--- config.mk ---
export PLATFORM = sky130hd
export DESIGN_NAME = bit_serial_adder
export DESIGN_NICKNAME = d
export VERILOG_FILES = /design/src/rtl/bit_serial_adder.sv
export SDC_FILE = /design/constraint.sdc
export NUM_CORES = 1
export LEC_CHECK = 0
export BUFFER_PORTS_ARGS = -buffer_cell sky130_fd_sc_hd__buf_4
export CAP_MARGIN = 20
export CORE_ASPECT_RATIO = 1.5
export CORE_MARGIN = 2
export CORE_UTILIZATION = 30
export DETAILED_ROUTE_END_ITERATION = 8
export MAX_ROUTING_LAYER = met4
export PLACE_DENSITY = 0.46
export SLEW_MARGIN = 0
export SYNTH_ARGS = -nofsm -noshare
export SYNTH_HDL_FRONTEND = slang
export SYNTH_SLANG_ARGS = --single-unit
--- constraint.sdc ---
create_clock -name clk -period 3.6 [get_ports clk]
set_input_delay 0.36 -clock clk [delete_from_list [all_inputs] [get_ports clk]]
set_output_delay 0.36 -clock clk [all_outputs]
set_load 0.03 [all_outputs]
--- src/rtl/bit_serial_adder.sv ---
// Bit-serial adder front-end: one sum bit per clock, LSB first.
// Optional signed-overflow output: define BIT_SERIAL_ADDER_OVERFLOW_EN.
module bit_serial_adder #(
  parameter int WIDTH = 8
) (
  input  logic             clk,
  input  logic             reset,
  input  logic             start,
  input  logic [WIDTH-1:0] a_in,
  input  logic [WIDTH-1:0] b_in,
  input  logic             cin_in,
  input  logic             ack,
  output logic             busy,
  output logic             done,
`ifdef BIT_SERIAL_ADDER_OVERFLOW_EN
  output logic             ovf,
`endif
  output logic [WIDTH-1:0] sum_out,
  output logic             cout_out
);

  localparam int CW = $clog2(WIDTH);

  typedef enum logic [1:0] {
    IDLE = 2'd0,
    RUN  = 2'd1,
    DONE = 2'd2
  } state_t;

  state_t state, state_nx;

  logic [WIDTH-1:0] a_sr, b_sr, sum_sr;
  logic [CW-1:0]    cnt;
  logic             carry;
  logic             s, c_nx;
  logic             load, last;

  assign s    = a_sr[0] ^ b_sr[0] ^ carry;
  assign c_nx = (a_sr[0] & b_sr[0]) | (a_sr[0] & carry) |
                (b_sr[0] & carry);
  assign last = (cnt == CW'(WIDTH - 1));
  assign load = (state == IDLE && start) ||
                (state == DONE && ack && start);

  // state register
  always_ff @(posedge clk or posedge reset) begin
    if (reset) state <= IDLE;
    else       state <= state_nx;
  end

  // next-state logic
  always_comb begin
    state_nx = state;
    unique case (state)
      IDLE: if (start) state_nx = RUN;
      RUN:  if (last)  state_nx = DONE;
      DONE: if (ack)   state_nx = start ? RUN : IDLE;
      default:         state_nx = IDLE;
    endcase
  end

  // flags decoded from the state register only
  always_comb begin
    busy = (state == RUN);
    done = (state == DONE);
  end

  // shift registers, carry and bit counter
  always_ff @(posedge clk or posedge reset) begin
    if (reset) begin
      a_sr   <= '0;
      b_sr   <= '0;
      sum_sr <= '0;
      carry  <= 1'b0;
      cnt    <= '0;
    end else if (load) begin
      a_sr   <= a_in;
      b_sr   <= b_in;
      sum_sr <= '0;
      carry  <= cin_in;
      cnt    <= '0;
    end else if (state == RUN) begin
      a_sr   <= a_sr >> 1;
      b_sr   <= b_sr >> 1;
      sum_sr <= {s, sum_sr[WIDTH-1:1]};
      carry  <= c_nx;
      cnt    <= cnt + 1'b1;
    end
  end

  // result registers, updated on the final RUN edge
  always_ff @(posedge clk or posedge reset) begin
    if (reset) begin
      sum_out  <= '0;
      cout_out <= 1'b0;
    end else if (state == RUN && last) begin
      sum_out  <= {s, sum_sr[WIDTH-1:1]};
      cout_out <= c_nx;
    end
  end

`ifdef BIT_SERIAL_ADDER_OVERFLOW_EN
  // overflow: carry into MSB xor carry out of MSB
  always_ff @(posedge clk or posedge reset) begin
    if (reset)
      ovf <= 1'b0;
    else if (state == RUN && last)
      ovf <= carry ^ c_nx;
    else if (state == DONE && ack && start)
      ovf <= 1'b0;
  end
`endif

endmodule

==> results.cfg <==
[outcome]
status = finished clean

[finish]
register_area_um2 = 951
drive_gt1_share_pct = 48.8
fin_nets = 189
final_common_cell = dfrtp_1
mostFrequentLayoutCells = 38 x dfrtp_1, 32 x buf_4, 25 x mux2_2
fillers = 589
design_area_mm2 = 0.00213
area_growth_pct = 20.8
layout.cells.non_filler = 236
multiInputGateArea_um2 = 747
n_antenna_cell = 0

[worst_setup_path]
crit_required_ps = 3240
reg2reg_slack_ps = 1520
cp-end-kind = output pin
worstPathMaxFanout = 21
startpoint_type = flip-flop
critical_path_class = flip-flop to output pin
arrival_ps = 1860

[placement]
dp.cells = 230
port_buffers = 31
hpwlAfterDp_um = 2240
dpl_cell_area_mm2 = 0.00205
place_congestion = 0.696

[global_routing]
antenna_found_initial = 0
grt_first_pass_wirelength_um = 5360
grt_max_degree = 39
grt_util_all_layers_pct = 11.1
overflow = 0
grt_pass1_vias = 1189

[route]
drt.antenna.violating_nets = 0
viasPerCell = 4.42
dr.pass1.iters = 3
num_vias = 1044
drc_errors = 0
top_layer = met4
drt-met1-wl_um = 1200
met2_length_um = 1740
drt-initial-drc-count = 31
met3WireLength_um = 105
routedWlPerCell_um = 13.2
drt_wl_total_um = 3120

[cts]
clkSlewWorstSetupHoldPaths_ps = 70
clkSinkCount = 38
post_cts_resized = 0
clock_tree.root_cell = clkbuf_8
cts_tree = built
postCtsSetupBuffers = 0
insertion_delay_ps = 280
numCtsBuffers = 5
clock_path_buffers = 2
ctsHoldBuffers = 0
htreeDepth = 2

[floorplanning]
core_area_mm2 = 0.00574
die_area_mm2 = 0.00653
die_x_um = 66.6
start_util_pct = 30.7
die_h_um = 98.0
row_count = 34
io_pins = 32

[timing]
drv_slew = 0
fin_worst_skew_ps = 5.10
rsz0062_at_grt = no
worst_pin_slew_ps = 829
slew_headroom_pct = 44.7
period_share_pct = 61.6
setup_viol = 0
finalCriticalPeriod_ps = 2220
max_freq_ghz = 0.451
setup_tns_ps = 0
hold_viol_final = 0

[synthesis]
synth_fp_nets = 156
synth.cell_area_mm2 = 0.00177
synth_cell_type_count = 21
synth_top_area_share_pct = 53.9
ys_seq_area_share_pct = 53.9
synth_top_cell_by_area = dfrtp_1
yosys-top-cells-area = dfrtp_1 54%, mux2_2 16%, mux2_4 12%
synth.ff_latch_count = 38
syn_area_per_cell_um2 = 13.4
yosys_warnings = 0
netlist_instances = 132

[flow_run]
drv_cap = 0

[power]
power_leakage_uw = 0.00109
ir_worst_vdd_mv = 0.209
powerDensity_mw_per_mm2 = 857

[hold_path]
min_path_type = input port to async pin
[worst max-delay path, stage by stage, from the launching register on]
cell	delay, ps
dfrtp_1	380
nand2b_1	520
inv_4	430
buf_4	230
[area by class of cell]
class | count | area share, %
Multi-Input combinational cell | 83 | 35.0
Tap cell | 72 | 4.23
Sequential cell | 38 | 44.6
Inverter | 5 | 0.998
Clock buffer | 6 | 3.87
Timing Repair Buffer | 32 | 11.3
[power by group]
group | switching [uW] | internal (uW)
clock network | 133 | 148
registers | 108 | 614
logic | 374 | 451
[stage by stage]
step                      power, uW  setup WS (ps)  hold WS, ps  utilization, %
after floorplan                1390           2100          467               -
after global placement         1530           1530          490            35.7
after detailed placement       1570           1500          498            35.7
after CTS                      1860           1340          208            37.1
after global routing           1970           1200          234            37.1
final                          1830           1380          187            37.1
[cell usage after synthesis]
cell type and n:
inv_1 4, nand2_2 1, buf_6 3, and3b_1 1, mux2_2 25, a21oi_1 9
ha_1 2, o21ai_0 2, buf_2 1, nand3b_2 1, nand2_1 20, fa_1 1
mux2_4 14, clkbuf_1 2, mux2i_1 2, nor2_1 1, inv_4 1, xnor2_1 1
nand2b_1 1, dfrtp_1 38, or2b_1 2
[worst paths after layout]
| check | from | end | depth (start not counted) |
|---|---|---|---|
| max | state[1] | busy | 3 |
| min | reset | a_sr[5] | 3 |
| max reg2reg | state[1] | a_sr[1] | 4 |
| max in group asynchronous | reset | sum_out[0] | 3 |
| min in group clk | ack | state[1] | 2 |
| min reg2reg | sum_out[4] | sum_out[4] | 1 |
[flip-flops by register name, summed over array words and instances, names as in the netlist]
name / count
sum_out: 8
sum_sr: 7
cnt: 3
b_sr: 8
a_sr: 8
cout_out: 1
state: 2
carry: 1
[routing by layer]
layer | vias to the layer above | GRT usage [%]
met4 | 0 | 5.18
li1 | 506 | -
met3 | 5 | 3.11
met1 | 513 | 11.6
met2 | 20 | 18.9
met5 | - | -
[cell families after synthesis]
family | synth area share, %
adder cells (fa/ha/maj) | 2.55
AND/OR/NAND/NOR | 7.16
flip-flops | 53.9
AO/OA/AOI/OAI | 3.12
multiplexers | 29.0
buffers and inverters | 3.83
XOR/XNOR | 0.496
Note: power is estimated with default switching activity, not from simulation.
